===== config.mk =====
export PLATFORM = sky130hd
export DESIGN_NAME = tx_channel_arbiter
export DESIGN_NICKNAME = d
export VERILOG_FILES = /design/src/rtl/doce_tx_pkg.sv /design/src/rtl/tx_out_slice.sv /design/src/rtl/tx_channel_arbiter.sv
export SDC_FILE = /design/constraint.sdc
export NUM_CORES = 1
export LEC_CHECK = 0
export ABC_CLOCK_PERIOD_IN_PS = 7120
export BUFFER_PORTS_ARGS = -buffer_cell sky130_fd_sc_hd__buf_2
export CAP_MARGIN = 20
export CORE_AREA = 2 2 205 207
export CTS_CLUSTER_DIAMETER = 120
export DETAILED_ROUTE_END_ITERATION = 16
export DIE_AREA = 0 0 207 209
export PLACE_DENSITY = 0.57
export SYNTH_ARGS = -nofsm -noshare
export SYNTH_HDL_FRONTEND = slang
export SYNTH_HIERARCHICAL = 1
export SYNTH_SLANG_ARGS = --single-unit

===== constraint.sdc =====
create_clock -name clk -period 7.12 [get_ports clk]
set_clock_uncertainty 0.15 [all_clocks]
set_input_delay 1.78 -clock clk [delete_from_list [all_inputs] [get_ports clk]]
set_output_delay 1.78 -clock clk [all_outputs]
set_load 0.01 [all_outputs]

===== src/rtl/doce_tx_pkg.sv =====
// Shared encodings and field widths for the TX channel arbiter and its output slice.
package doce_tx_pkg;

  localparam int BYTE_NUM_W = 13;
  localparam int CONN_ID_W  = 4;

  localparam logic SRC_R = 1'b0;
  localparam logic SRC_B = 1'b1;

  typedef enum logic [1:0] {
    ST_IDLE    = 2'd0,
    ST_R_BURST = 2'd1,
    ST_B_BURST = 2'd2
  } arb_state_e;

endpackage


===== src/rtl/tx_out_slice.sv =====
// Single-entry registered output stage: one cycle latency, full throughput.
module tx_out_slice
  import doce_tx_pkg::*;
#(
  parameter int DATA_W = 128
) (
  input  logic                  clk,
  input  logic                  reset,
  input  logic                  in_valid_i,
  output logic                  in_ready_o,
  input  logic [DATA_W-1:0]     in_data_i,
  input  logic [DATA_W/8-1:0]   in_keep_i,
  input  logic                  in_last_i,
  input  logic [CONN_ID_W-1:0]  in_conn_id_i,
  input  logic [BYTE_NUM_W-1:0] in_byte_num_i,
  input  logic                  in_src_i,
  output logic                  out_valid_o,
  input  logic                  out_ready_i,
  output logic [DATA_W-1:0]     out_data_o,
  output logic [DATA_W/8-1:0]   out_keep_o,
  output logic                  out_last_o,
  output logic [CONN_ID_W-1:0]  out_conn_id_o,
  output logic [BYTE_NUM_W-1:0] out_byte_num_o,
  output logic                  out_src_o
);

  logic                  valid_q, valid_d;
  logic [DATA_W-1:0]     data_q, data_d;
  logic [DATA_W/8-1:0]   keep_q, keep_d;
  logic                  last_q, last_d;
  logic [CONN_ID_W-1:0]  conn_q, conn_d;
  logic [BYTE_NUM_W-1:0] bn_q, bn_d;
  logic                  src_q, src_d;

  assign in_ready_o = ~valid_q | out_ready_i;

  always_comb begin
    valid_d = valid_q;
    data_d  = data_q;
    keep_d  = keep_q;
    last_d  = last_q;
    conn_d  = conn_q;
    bn_d    = bn_q;
    src_d   = src_q;
    // Payload is held while stalled; it only changes when a new beat lands.
    if (in_ready_o) begin
      valid_d = in_valid_i;
      if (in_valid_i) begin
        data_d = in_data_i;
        keep_d = in_keep_i;
        last_d = in_last_i;
        conn_d = in_conn_id_i;
        bn_d   = in_byte_num_i;
        src_d  = in_src_i;
      end
    end
  end

  always_ff @(posedge clk or posedge reset) begin
    if (reset) begin
      valid_q <= 1'b0;
      data_q  <= '0;
      keep_q  <= '0;
      last_q  <= 1'b0;
      conn_q  <= '0;
      bn_q    <= '0;
      src_q   <= 1'b0;
    end else begin
      valid_q <= valid_d;
      data_q  <= data_d;
      keep_q  <= keep_d;
      last_q  <= last_d;
      conn_q  <= conn_d;
      bn_q    <= bn_d;
      src_q   <= src_d;
    end
  end

  assign out_valid_o    = valid_q;
  assign out_data_o     = data_q;
  assign out_keep_o     = keep_q;
  assign out_last_o     = last_q;
  assign out_conn_id_o  = conn_q;
  assign out_byte_num_o = bn_q;
  assign out_src_o      = src_q;

endmodule


===== src/rtl/tx_channel_arbiter.sv =====
// Merges read (r) and write (b) response packets onto one TX stream, packet-atomic.
//   state      | meaning
//   ST_IDLE    | no packet open; arbitrate r vs b each cycle
//   ST_R_BURST | r packet open; only r accepted until its last beat
//   ST_B_BURST | b packet open; only b accepted until its last beat
module tx_channel_arbiter
  import doce_tx_pkg::*;
#(
  parameter int DATA_W = 128,
  parameter int RR_EN  = 1
) (
  input  logic                  clk,
  input  logic                  reset,
  input  logic [DATA_W-1:0]     r_channel,
  input  logic [DATA_W/8-1:0]   r_channel_keep,
  input  logic                  r_channel_last,
  input  logic [CONN_ID_W-1:0]  r_channel_connection_id,
  input  logic [BYTE_NUM_W-1:0] r_channel_byte_num,
  input  logic                  r_channel_valid,
  output logic                  r_channel_ready,
  input  logic [DATA_W-1:0]     b_channel,
  input  logic [DATA_W/8-1:0]   b_channel_keep,
  input  logic                  b_channel_last,
  input  logic [CONN_ID_W-1:0]  b_channel_connection_id,
  input  logic [BYTE_NUM_W-1:0] b_channel_byte_num,
  input  logic                  b_channel_valid,
  output logic                  b_channel_ready,
  output logic [DATA_W-1:0]     tx_data,
  output logic [DATA_W/8-1:0]   tx_keep,
  output logic                  tx_last,
  output logic [CONN_ID_W-1:0]  tx_connection_id,
  output logic [BYTE_NUM_W-1:0] tx_byte_num,
  output logic                  tx_src,
  output logic                  tx_valid,
  input  logic                  tx_ready,
  output logic [15:0]           r_pkt_cnt,
  output logic [15:0]           b_pkt_cnt,
  output logic                  err_b_multibeat
);

  arb_state_e  state_q, state_d;
  logic        last_src_q, last_src_d;
  logic [15:0] r_cnt_q, r_cnt_d;
  logic [15:0] b_cnt_q, b_cnt_d;
  logic        err_q, err_d;

  logic        slice_ready;
  logic        r_pref;
  logic        r_acc, b_acc;
  logic        beat_valid;
  logic        grant_src;

  always_comb begin
    state_d         = state_q;
    last_src_d      = last_src_q;
    r_cnt_d         = r_cnt_q;
    b_cnt_d         = b_cnt_q;
    err_d           = err_q;
    r_channel_ready = 1'b0;
    b_channel_ready = 1'b0;
    // In a tie r wins only under round-robin when b was served last.
    r_pref          = (RR_EN != 0) && (last_src_q == SRC_B);

    // A source's ready is gated by the other source's valid, never its own.
    case (state_q)
      ST_IDLE: begin
        r_channel_ready = slice_ready & (~b_channel_valid | r_pref);
        b_channel_ready = slice_ready & (~r_channel_valid | ~r_pref);
      end
      ST_R_BURST: r_channel_ready = slice_ready;
      ST_B_BURST: b_channel_ready = slice_ready;
      default:    state_d = ST_IDLE;
    endcase

    if (reset) begin
      r_channel_ready = 1'b0;
      b_channel_ready = 1'b0;
    end

    r_acc      = r_channel_valid & r_channel_ready;
    b_acc      = b_channel_valid & b_channel_ready;
    beat_valid = r_acc | b_acc;
    grant_src  = b_acc ? SRC_B : SRC_R;

    if (r_acc) begin
      last_src_d = SRC_R;
      if (r_channel_last) begin
        state_d = ST_IDLE;
        r_cnt_d = r_cnt_q + 16'd1;
      end else begin
        state_d = ST_R_BURST;
      end
    end

    if (b_acc) begin
      last_src_d = SRC_B;
      if (b_channel_last) begin
        state_d = ST_IDLE;
        b_cnt_d = b_cnt_q + 16'd1;
      end else begin
        state_d = ST_B_BURST;
        err_d   = 1'b1;
      end
    end
  end

  always_ff @(posedge clk or posedge reset) begin
    if (reset) begin
      state_q    <= ST_IDLE;
      last_src_q <= SRC_R;
      r_cnt_q    <= '0;
      b_cnt_q    <= '0;
      err_q      <= 1'b0;
    end else begin
      state_q    <= state_d;
      last_src_q <= last_src_d;
      r_cnt_q    <= r_cnt_d;
      b_cnt_q    <= b_cnt_d;
      err_q      <= err_d;
    end
  end

  tx_out_slice #(
    .DATA_W (DATA_W)
  ) u_out_slice (
    .clk            (clk),
    .reset          (reset),
    .in_valid_i     (beat_valid),
    .in_ready_o     (slice_ready),
    .in_data_i      (b_acc ? b_channel : r_channel),
    .in_keep_i      (b_acc ? b_channel_keep : r_channel_keep),
    .in_last_i      (b_acc ? b_channel_last : r_channel_last),
    .in_conn_id_i   (b_acc ? b_channel_connection_id : r_channel_connection_id),
    .in_byte_num_i  (b_acc ? b_channel_byte_num : r_channel_byte_num),
    .in_src_i       (grant_src),
    .out_valid_o    (tx_valid),
    .out_ready_i    (tx_ready),
    .out_data_o     (tx_data),
    .out_keep_o     (tx_keep),
    .out_last_o     (tx_last),
    .out_conn_id_o  (tx_connection_id),
    .out_byte_num_o (tx_byte_num),
    .out_src_o      (tx_src)
  );

  assign r_pkt_cnt       = r_cnt_q;
  assign b_pkt_cnt       = b_cnt_q;
  assign err_b_multibeat = err_q;

endmodule


==> impl_metrics.yaml, run 1 <==
clock_network:
  cts_resized: 0
  post_cts_buffers: 0
  cts.clk_slew.worst_paths_ns: 0.07
  cts_htree_levels: 4
  clk_latency_ns: 0.45
  cts_buffers: 17
  hold_buffers: 0
  cts_tree: "yes"
  clock-sinks: 200
  cts_buffer_depth: 2
  root_buffer: "clkbuf_16"
logic_synthesis:
  synth_fp_nets: 1351
  netlist_area_um2: 10100
  ys_warn_count: 6
  yosysTopAreaCellShare_pct: 49.5
  async_reset_ff_share_pct: 100
  synth.area.top_cells: "dfrtp_1, nand2_1, mux2_2"
  synth-seq-area-share_pct: 49.5
  synth_top_cell_by_area: "dfrtp_1"
  ys_seq_elements: 200
  syn_inst: 1020
  syn_avg_cell_area_um2: 9.92
  synth_edf_count: 0
  synth_flop_cell: "dfrtp_1"
  yosysUniqueCellTypes: 39
layout:
  final_common_cell: "buf_2"
  layout_common_cells: "buf_2, nand2_1, dfrtp_1"
  drive_gt1_share_pct: 49.0
  finalNonFillerCells: 2072
  areaGrowthSynthToFinish_pct: 37.0
  nets: 1850
  multi_input_area_um2: 4800
  seqCellArea_um2: 5000
  fillerInstances: 4334
die:
  core_um2: 41300
  rows: 75
  die_area_um2: 43300
  ioPinCount: 528
  die_w_um: 207
  start_util_pct: 24.5
  die_height_um: 209
job:
  drv_cap: 0
timing:
  rsz0062_at_grt: "no"
  setup_viol_count_final: 0
  fin_crit_sh_pct: 66.0
  period_minus_slack_ns: 4.70
  slew_headroom_pct: 37.1
  drv_slew: 0
  tightest_slew_ns: 0.943
  timing.final.ws_setup_ns: 2.42
  hold_viol_final: 0
  fin_setup_tns_ns: 0
  fmax_mhz: 213
critical_path:
  cp_max_fo: 5
  endpoint_kind: "output pin"
  startpoint_type: "primary input"
  crit_arrival_ns: 2.77
  worstSetupPathType: "primary input to output pin"
  crit_slowest_cell: "or3b_4"
  cp_cell_sequence: "buf_2 > nand2b_4 > or3b_4 > nor2_1 > buf_2"
  crit_top_cell: "buf_2"
  critical-path-max-stage-delay_ns: 0.45
  worstPathRequired_ns: 5.19
power_and_ir_drop:
  p_leak_nw: 7.65
  p_sw_w: 0.00177
  total_power_w: 0.00503
  ir_drop_mv: 0.186
  swShare_pct: 35.2
  combPwrFrac_pct: 41.6
  power_density_nw_per_um2: 363
  p_clk_share_pct: 19.9
  p_int_w: 0.00326
  p_seq_share_pct: 38.5
global_route:
  grt_max_degree: 102
  overflow: 0
  grt_pass1_vias: 8939
  grt_pass1_wl_um: 48000
  grt_usage_pct: 14.0
  antenna_found_initial: 1
place:
  place_congestion: 0.889
  hpwl_um: 23000
  numPortBuffers: 527
  dp_cells: 2038
  dp_slack_ns: 2.41
routing:
  dr.pass1.iters: 5
  vias: 8789
  drc_errors: 0
  drtIter0Drc: 300
  drt-total-wl_um: 30400
  viasPerCell: 4.24
  wl_met2_um: 15200
  antenna_left: 0
  dr.max_layer_used: "met4"
  wl_met3_um: 2080
  wl_met1_um: 12600
  wl_per_cell_um: 14.7
status:
  outcome: "finished, final reports clean"
min_path:
  hold_class: "register to register"
==> cell usage after synthesis, types with 2 or more instances <==
cell type and count:
nor3_1 2, ha_1 2, buf_2 29, nor4_4 2
xnor2_1 18, nand4_1 6, nand3_1 11, xor2_1 12
nor2_1 5, nand2b_1 4, a21oi_1 3, dfrtp_1 200
nor3_2 4, inv_1 7, mux2_4 70, nand3b_1 2
clkbuf_1 15, nor4_2 4, buf_6 8, and4_1 2
o21ai_0 2, and3_1 5, nand2_1 497, mux2_2 95
==> worst max-delay path: cells and delay by family <==
kind / cells / cell delay (ns)
simple gates: 3 / 0.75
buf+inv: 2 / 0.24
==> power groups by stage <==
stage / sequential, W / combinational [W] / clock (W)
final: 0.00194 / 0.00209 / 0.00100
after global routing: 0.00201 / 0.00226 / 0.00109
after CTS: 0.00194 / 0.00213 / 0.00105
after detailed placement: 0.00195 / 0.00212 / 0
after global placement: 0.00194 / 0.00210 / 0
after floorplan: 0.00216 / 0.00100 / 0
==> cell type report <==
cell class	instances	area share, %
clock inverter	14	1.23
timing repair buffer	534	19.8
multi-input combinational	758	34.6
antenna	1	0.0181
sequential	200	36.1
inverter	8	0.271
clock buffer	18	3.10
tap	539	4.86
==> registers in the layout, summed over array words and instances, names as in the netlist <==
signal,count
err_b_multibeat,1
u_out_slice/out_last_o,1
u_out_slice/out_data_o,128
state_q,2
last_src_q,1
u_out_slice/out_valid_o,1
u_out_slice/out_keep_o,16
u_out_slice/out_conn_id_o,4
r_pkt_cnt,16
u_out_slice/out_src_o,1
b_pkt_cnt,16
u_out_slice/out_byte_num_o,13
==> cell families (layout without fill, tap and decap cells) <==
kind of cell    Yosys count  after routing  share of synthesized area (%)
mux                     165            165                           21.0
buf+inv                  62            574                           3.29
simple gates            555            555                           23.1
fa+ha+maj                 2              2                          0.247
other cells               0              1                              0
xor+xnor                 30             30                           2.60
compound gates            6              6                          0.321
flops                   200            200                           49.5
==> stage by stage <==
step | cell area (µm²) | util [%] | hold slack [ns]
CTS | 13800 | 33.5 | 0.322
finish | 13900 | 33.6 | 0.324
global placement | 13200 | 32.1 | 0.304
floorplan | 10100 | - | 0.324
global route | 13900 | 33.6 | 0.333
detailed placement | 13200 | 32.1 | 0.312
==> layer usage <==
layer  global-route usage (%)  up-vias
li1                         -     4273
met1                     16.6     4168
met2                     24.2      319
met3                     4.64       29
met4                     3.79        0
met5                        0        -
==> final timing paths <==
path,startpoint,to,slack [ns],cells past startpoint
max,tx_ready,r_channel_ready,2.42,5
min,b_pkt_cnt[15]$_DFFE_PP0P_,b_pkt_cnt[15]$_DFFE_PP0P_,0.32,1
max reg2reg,u_out_slice/out_valid_o$_DFFE_PP0P_,u_out_slice/out_data_o[46]$_DFFE_PP0P_,4.25,6
min reg2reg,b_pkt_cnt[15]$_DFFE_PP0P_,b_pkt_cnt[15]$_DFFE_PP0P_,0.32,1
max in group asynchronous,reset,u_out_slice/out_data_o[73]$_DFFE_PP0P_,4.56,3
min in group asynchronous,reset,u_out_slice/out_data_o[125]$_DFFE_PP0P_,1.29,2
Power figures use the tool's default switching activity.
==> inputs of run 2 (changes only) <==
--- a/config.mk
+++ b/config.mk
@@ -5,14 +5,14 @@
 export SDC_FILE = /design/constraint.sdc
 export NUM_CORES = 1
 export LEC_CHECK = 0
-export ABC_CLOCK_PERIOD_IN_PS = 7120
+export ABC_CLOCK_PERIOD_IN_PS = 3900
 export BUFFER_PORTS_ARGS = -buffer_cell sky130_fd_sc_hd__buf_2
 export CAP_MARGIN = 20
 export CORE_AREA = 2 2 205 207
 export CTS_CLUSTER_DIAMETER = 120
 export DETAILED_ROUTE_END_ITERATION = 16
 export DIE_AREA = 0 0 207 209
-export PLACE_DENSITY = 0.57
+export PLACE_DENSITY = 0.59
 export SYNTH_ARGS = -nofsm -noshare
 export SYNTH_HDL_FRONTEND = slang
 export SYNTH_HIERARCHICAL = 1
==> constraint.sdc (replaced) <==
create_clock -name clk -period 3.9 [get_ports clk]
set_clock_uncertainty 0.15 [all_clocks]
set_input_delay 0.975 -clock clk [delete_from_list [all_inputs] [get_ports clk]]
set_output_delay 0.975 -clock clk [all_outputs]
set_load 0.01 [all_outputs]
==> impl_metrics.yaml, run 2 (synthesis results as in run 1) <==
status:
  outcome: "finished, final reports clean"
critical_path:
  crit_end: "r_channel_ready"
  worstSetupPathType: "primary input to output pin"
  timing.rr.start: "u_out_slice/out_valid_o$_DFFE_PP0P_"
  crit_arrival_ns: 1.91
  reg2reg_slack_ns: 1.52
  r2r_cells: 7
  worstPathRequired_ns: 2.77
  startpoint_type: "primary input"
  cp_max_fo: 5
  endpoint_kind: "output pin"
  r2r_end: "u_out_slice/out_data_o[52]$_DFFE_PP0P_"
  startpoint: "tx_ready"
routing:
  vias: 8843
  drc_errors: 0
  dr.pass1.iters: 4
  wl_met3_um: 1820
  wl_met1_um: 12200
  drtIter0Drc: 304
  dr.max_layer_used: "met4"
  wl_met2_um: 14300
  antenna_left: 0
  wl_per_cell_um: 14.0
  viasPerCell: 4.25
  drt-total-wl_um: 29000
clock_network:
  cts_buffer_depth: 2
  cts_resized: 0
  cts_tree: "yes"
  clock-sinks: 200
  root_buffer: "clkbuf_16"
  cts_buffers: 17
  cts.clk_slew.worst_paths_ns: 0.08
  post_cts_buffers: 0
  cts_htree_levels: 4
  hold_buffers: 0
  clk_latency_ns: 0.48
layout:
  areaGrowthSynthToFinish_pct: 38.1
  n_antenna_cell: 0
  design_area_um2: 14000
  final_common_cell: "buf_2"
  fillerInstances: 4282
  finalNonFillerCells: 2080
  layout_common_cells: "buf_2, nand2_1, dfrtp_1"
  largest_reg_flops: 128
  nets: 1859
  drive_gt1_share_pct: 49.4
job:
  drv_cap: 0
power_and_ir_drop:
  p_clk_share_pct: 20.3
  p_seq_share_pct: 38.4
  p_leak_nw: 7.70
  ir_drop_mv: 0.322
  swShare_pct: 35.5
  power_density_nw_per_um2: 657
  combPwrFrac_pct: 41.3
  p_int_w: 0.00593
  p_sw_w: 0.00325
die:
  start_util_pct: 24.5
  die_height_um: 209
  rows: 75
  core_um2: 41300
  die_w_um: 207
  die_area_um2: 43300
  ioPinCount: 528
min_path:
  hold_class: "register to register"
timing:
  period_minus_slack_ns: 3.04
  rsz0062_at_grt: "no"
  slew_headroom_pct: 48.8
  hold_viol_final: 0
  fin_crit_sh_pct: 77.9
  setup_viol_count_final: 0
  fmax_mhz: 329
  fin_setup_tns_ns: 0
  drv_slew: 0
  tightest_slew_ns: 0.768
place:
  numPortBuffers: 527
  dp_cells: 2048
  hpwl_um: 22100
  place_congestion: 0.859
  placed_area_um2: 13400
global_route:
  overflow: 0
  grt_pass1_vias: 9095
  grt_pass1_wl_um: 47200
  grt_max_degree: 166
  grt_usage_pct: 13.7
  antenna_found_initial: 0
run 2: per-stage QoR:
| stage | hold slack, ns | total power, W | utilization [%] | setup slack (ns) |
|---|---|---|---|---|
| 2_1_floorplan | 0.324 | 0.00579 | - | 0.690 |
| 3_3_place_gp | 0.308 | 0.00733 | 32.4 | 0.834 |
| 3_5_place_dp | 0.314 | 0.00740 | 32.4 | 0.836 |
| 4_1_cts | 0.336 | 0.00933 | 33.8 | 0.837 |
| 5_1_grt | 0.349 | 0.00978 | 33.8 | 0.808 |
| 6_report | 0.332 | 0.00918 | 33.8 | 0.861 |
run 2: worst min-delay path by stage:
stage                                     start                          end  slack, ns  depth (start not counted)
finish                b_pkt_cnt[15]$_DFFE_PP0P_    b_pkt_cnt[15]$_DFFE_PP0P_       0.33                          1
global route          b_pkt_cnt[15]$_DFFE_PP0P_    b_pkt_cnt[15]$_DFFE_PP0P_       0.35                          1
CTS                 err_b_multibeat$_DFFE_PP0P_  err_b_multibeat$_DFFE_PP0P_       0.34                          1
detailed placement  err_b_multibeat$_DFFE_PP0P_  err_b_multibeat$_DFFE_PP0P_       0.31                          1
global placement      r_pkt_cnt[15]$_DFFE_PP0P_    r_pkt_cnt[15]$_DFFE_PP0P_       0.31                          1
floorplan                state_q[1]$_DFFE_PP0P_       state_q[0]$_DFFE_PP0P_       0.32                          1
run 2: cell type report:
| cell class | instances | area [µm²] | share of cell area (%) |
|---|---|---|---|
| clock buffers | 17 | 425 | 3.05 |
| flip-flops and latches | 200 | 5000 | 35.8 |
| clock inverters | 15 | 186 | 1.33 |
| inverters | 8 | 36.3 | 0.260 |
| multi-input cells | 758 | 4800 | 34.3 |
| well taps | 539 | 674 | 4.83 |
| repair buffers | 543 | 2850 | 20.4 |
run 2: per-layer routing:
layer  up-vias  global-route usage [%]
li1       4291                       -
met1      4177                    16.2
met2       328                    22.9
met3        47                    4.28
met4         0                    5.84
met5         -                       0
run 2: power groups by stage:
stage / logic, W / registers (W) / clock network [W]
after floorplan: 0.00183 / 0.00395 / 0
after global placement: 0.00381 / 0.00352 / 0
after detailed placement: 0.00385 / 0.00355 / 0
after CTS: 0.00385 / 0.00354 / 0.00195
after global routing: 0.00411 / 0.00366 / 0.00201
final: 0.00379 / 0.00353 / 0.00186
run 2: critical path, cell delays in order:
cell and delay, ns:
buf_2 0.08, nand2b_4 0.16, or3b_4 0.45, nor2_1 0.11, buf_2 0.14
==> inputs of run 3 (changes only) <==
--- a/config.mk
+++ b/config.mk
@@ -5,7 +5,7 @@
 export SDC_FILE = /design/constraint.sdc
 export NUM_CORES = 1
 export LEC_CHECK = 0
-export ABC_CLOCK_PERIOD_IN_PS = 3900
+export ABC_CLOCK_PERIOD_IN_PS = 2600
 export BUFFER_PORTS_ARGS = -buffer_cell sky130_fd_sc_hd__buf_2
 export CAP_MARGIN = 20
 export CORE_AREA = 2 2 205 207
==> constraint.sdc (replaced) <==
create_clock -name clk -period 2.6 [get_ports clk]
set_clock_uncertainty 0.15 [all_clocks]
set_input_delay 0.65 -clock clk [delete_from_list [all_inputs] [get_ports clk]]
set_output_delay 0.65 -clock clk [all_outputs]
set_load 0.01 [all_outputs]
==> impl_metrics.yaml, run 3 (synthesis results as in run 1) <==
clock_network:
  cts.clk_slew.worst_paths_ns: 0.08
  clock-sinks: 200
  cts_tree: "yes"
  clk_latency_ns: 0.47
  hold_buffers: 0
  root_buffer: "clkbuf_16"
  cts_buffer_depth: 2
  cts_buffers: 17
  cts_htree_levels: 4
routing:
  drc_errors: 0
  vias: 8942
  viasPerCell: 4.25
  antenna_left: 0
  dr.pass1.iters: 5
  wl_per_cell_um: 14.0
  drt-total-wl_um: 29600
  drtIter0Drc: 346
place:
  hpwl_um: 23300
  placed_area_um2: 13600
  place_congestion: 0.865
  numPortBuffers: 527
power_and_ir_drop:
  power_density_nw_per_um2: 970
  ir_drop_mv: 0.418
  p_leak_nw: 7.84
timing:
  setup_viol_count_final: 0
  tightest_slew_ns: 0.440
  period_minus_slack_ns: 2.46
  hold_viol_final: 0
  fmax_mhz: 406
  whs_ns: 0.0542
  fin_crit_sh_pct: 94.8
  slew_headroom_pct: 70.7
  drv_slew: 0
  rsz0062_at_grt: "no"
die:
  ioPinCount: 528
  die_area_um2: 43300
  die_w_um: 207
  core_um2: 41300
  start_util_pct: 24.5
  rows: 75
  die_height_um: 209
layout:
  largest_reg_flops: 128
  fillerInstances: 4260
  multi_input_area_um2: 4810
  nets: 1885
  design_area_um2: 14200
  drive_gt1_share_pct: 50.3
  final_common_cell: "buf_2"
  layout_common_cells: "buf_2, nand2_1, dfrtp_1"
  areaGrowthSynthToFinish_pct: 40.6
  seqCellArea_um2: 5000
global_route:
  antenna_found_initial: 1
  grt_pass1_wl_um: 47400
  overflow: 0
  grt_max_degree: 85
  grt_usage_pct: 13.7
  grt_pass1_vias: 9298
critical_path:
  startpoint_type: "register"
  crit_arrival_ns: 1.66
  cp_max_fo: 5
  worstPathRequired_ns: 1.80
  endpoint_kind: "output pin"
  worstSetupPathType: "register to output pin"
min_path:
  hold_class: "primary input to asynchronous set/reset pin"
status:
  outcome: "finished, final reports clean"
job:
  drv_cap: 0
==> run 3: final timing paths <==
| path | cells past startpoint | slack (ns) | end | start |
|---|---|---|---|---|
| min in group clk | 2 | 0.33 | err_b_multibeat$_DFFE_PP0P_ | b_channel_last |
| setup reg to reg | 6 | 0.49 | u_out_slice/out_data_o[67]$_DFFE_PP0P_ | state_q[0]$_DFFE_PP0P_ |
| setup / recovery | 4 | 0.14 | r_channel_ready | u_out_slice/out_valid_o$_DFFE_PP0P_ |
| hold reg to reg | 1 | 0.33 | r_pkt_cnt[15]$_DFFE_PP0P_ | r_pkt_cnt[15]$_DFFE_PP0P_ |
| max in group asynchronous | 3 | 1.54 | u_out_slice/out_data_o[67]$_DFFE_PP0P_ | reset |
| hold / removal | 2 | 0.05 | u_out_slice/out_byte_num_o[5]$_DFFE_PP0P_ | reset |
==> run 3: cell type report <==
| type | instances | share of cell area [%] |
|---|---|---|
| Antenna cell | 1 | 0.0176 |
| Inverter | 8 | 0.255 |
| Tap cell | 539 | 4.74 |
| Multi-Input combinational cell | 758 | 33.8 |
| Clock inverter | 14 | 1.03 |
| Clock buffer | 17 | 2.99 |
| Sequential cell | 200 | 35.2 |
| Timing Repair Buffer | 569 | 22.0 |
==> run 3: repair_timing <==
| item | 4_1_cts | 5_1_grt |
|---|---|---|
| gates resized for setup | 0 | 2 |
| setup endpoints to repair | 0 | 2 |
| setup buffers | 0 | 2 |
| hold endpoints to repair | 0 | 0 |
==> run 3: where the power goes <==
part / switching (W) / leakage (nW) / internal (W)
registers: 0.000811 / 2.41 / 0.00450
logic: 0.00277 / 5.16 / 0.00306
clock network: 0.00126 / 0.276 / 0.00141
==> run 3: per-layer routing <==
layer | vias up | track usage [%] | part of all wire (%)
met4 | 0 | 4.88 | 1.8
met3 | 33 | 4.37 | 6.5
met1 | 4231 | 16.2 | 42
met2 | 335 | 23.4 | 50
met5 | - | 0 | 0
li1 | 4343 | - | -
==> run 3: worst max-delay path: stages (launching register included) <==
cell and delay (ns):
dfrtp_1 0.41, nand2b_4 0.13, or3b_4 0.42, nor2_1 0.10, buf_2 0.14
==> run 3: metrics by stage <==
step	instances	power, W	TNS [ns]	worst slack [ns]	utilization [%]
floorplan	1020	0.00868	-46.71	-0.285	-
global placement	2072	0.0111	0	0.200	33.0
detailed placement	2072	0.0112	0	0.178	33.0
CTS	2103	0.0140	0	0.00230	34.4
global route	2106	0.0147	0	0.000370	34.5
finish	2106	0.0138	0	0.135	34.5
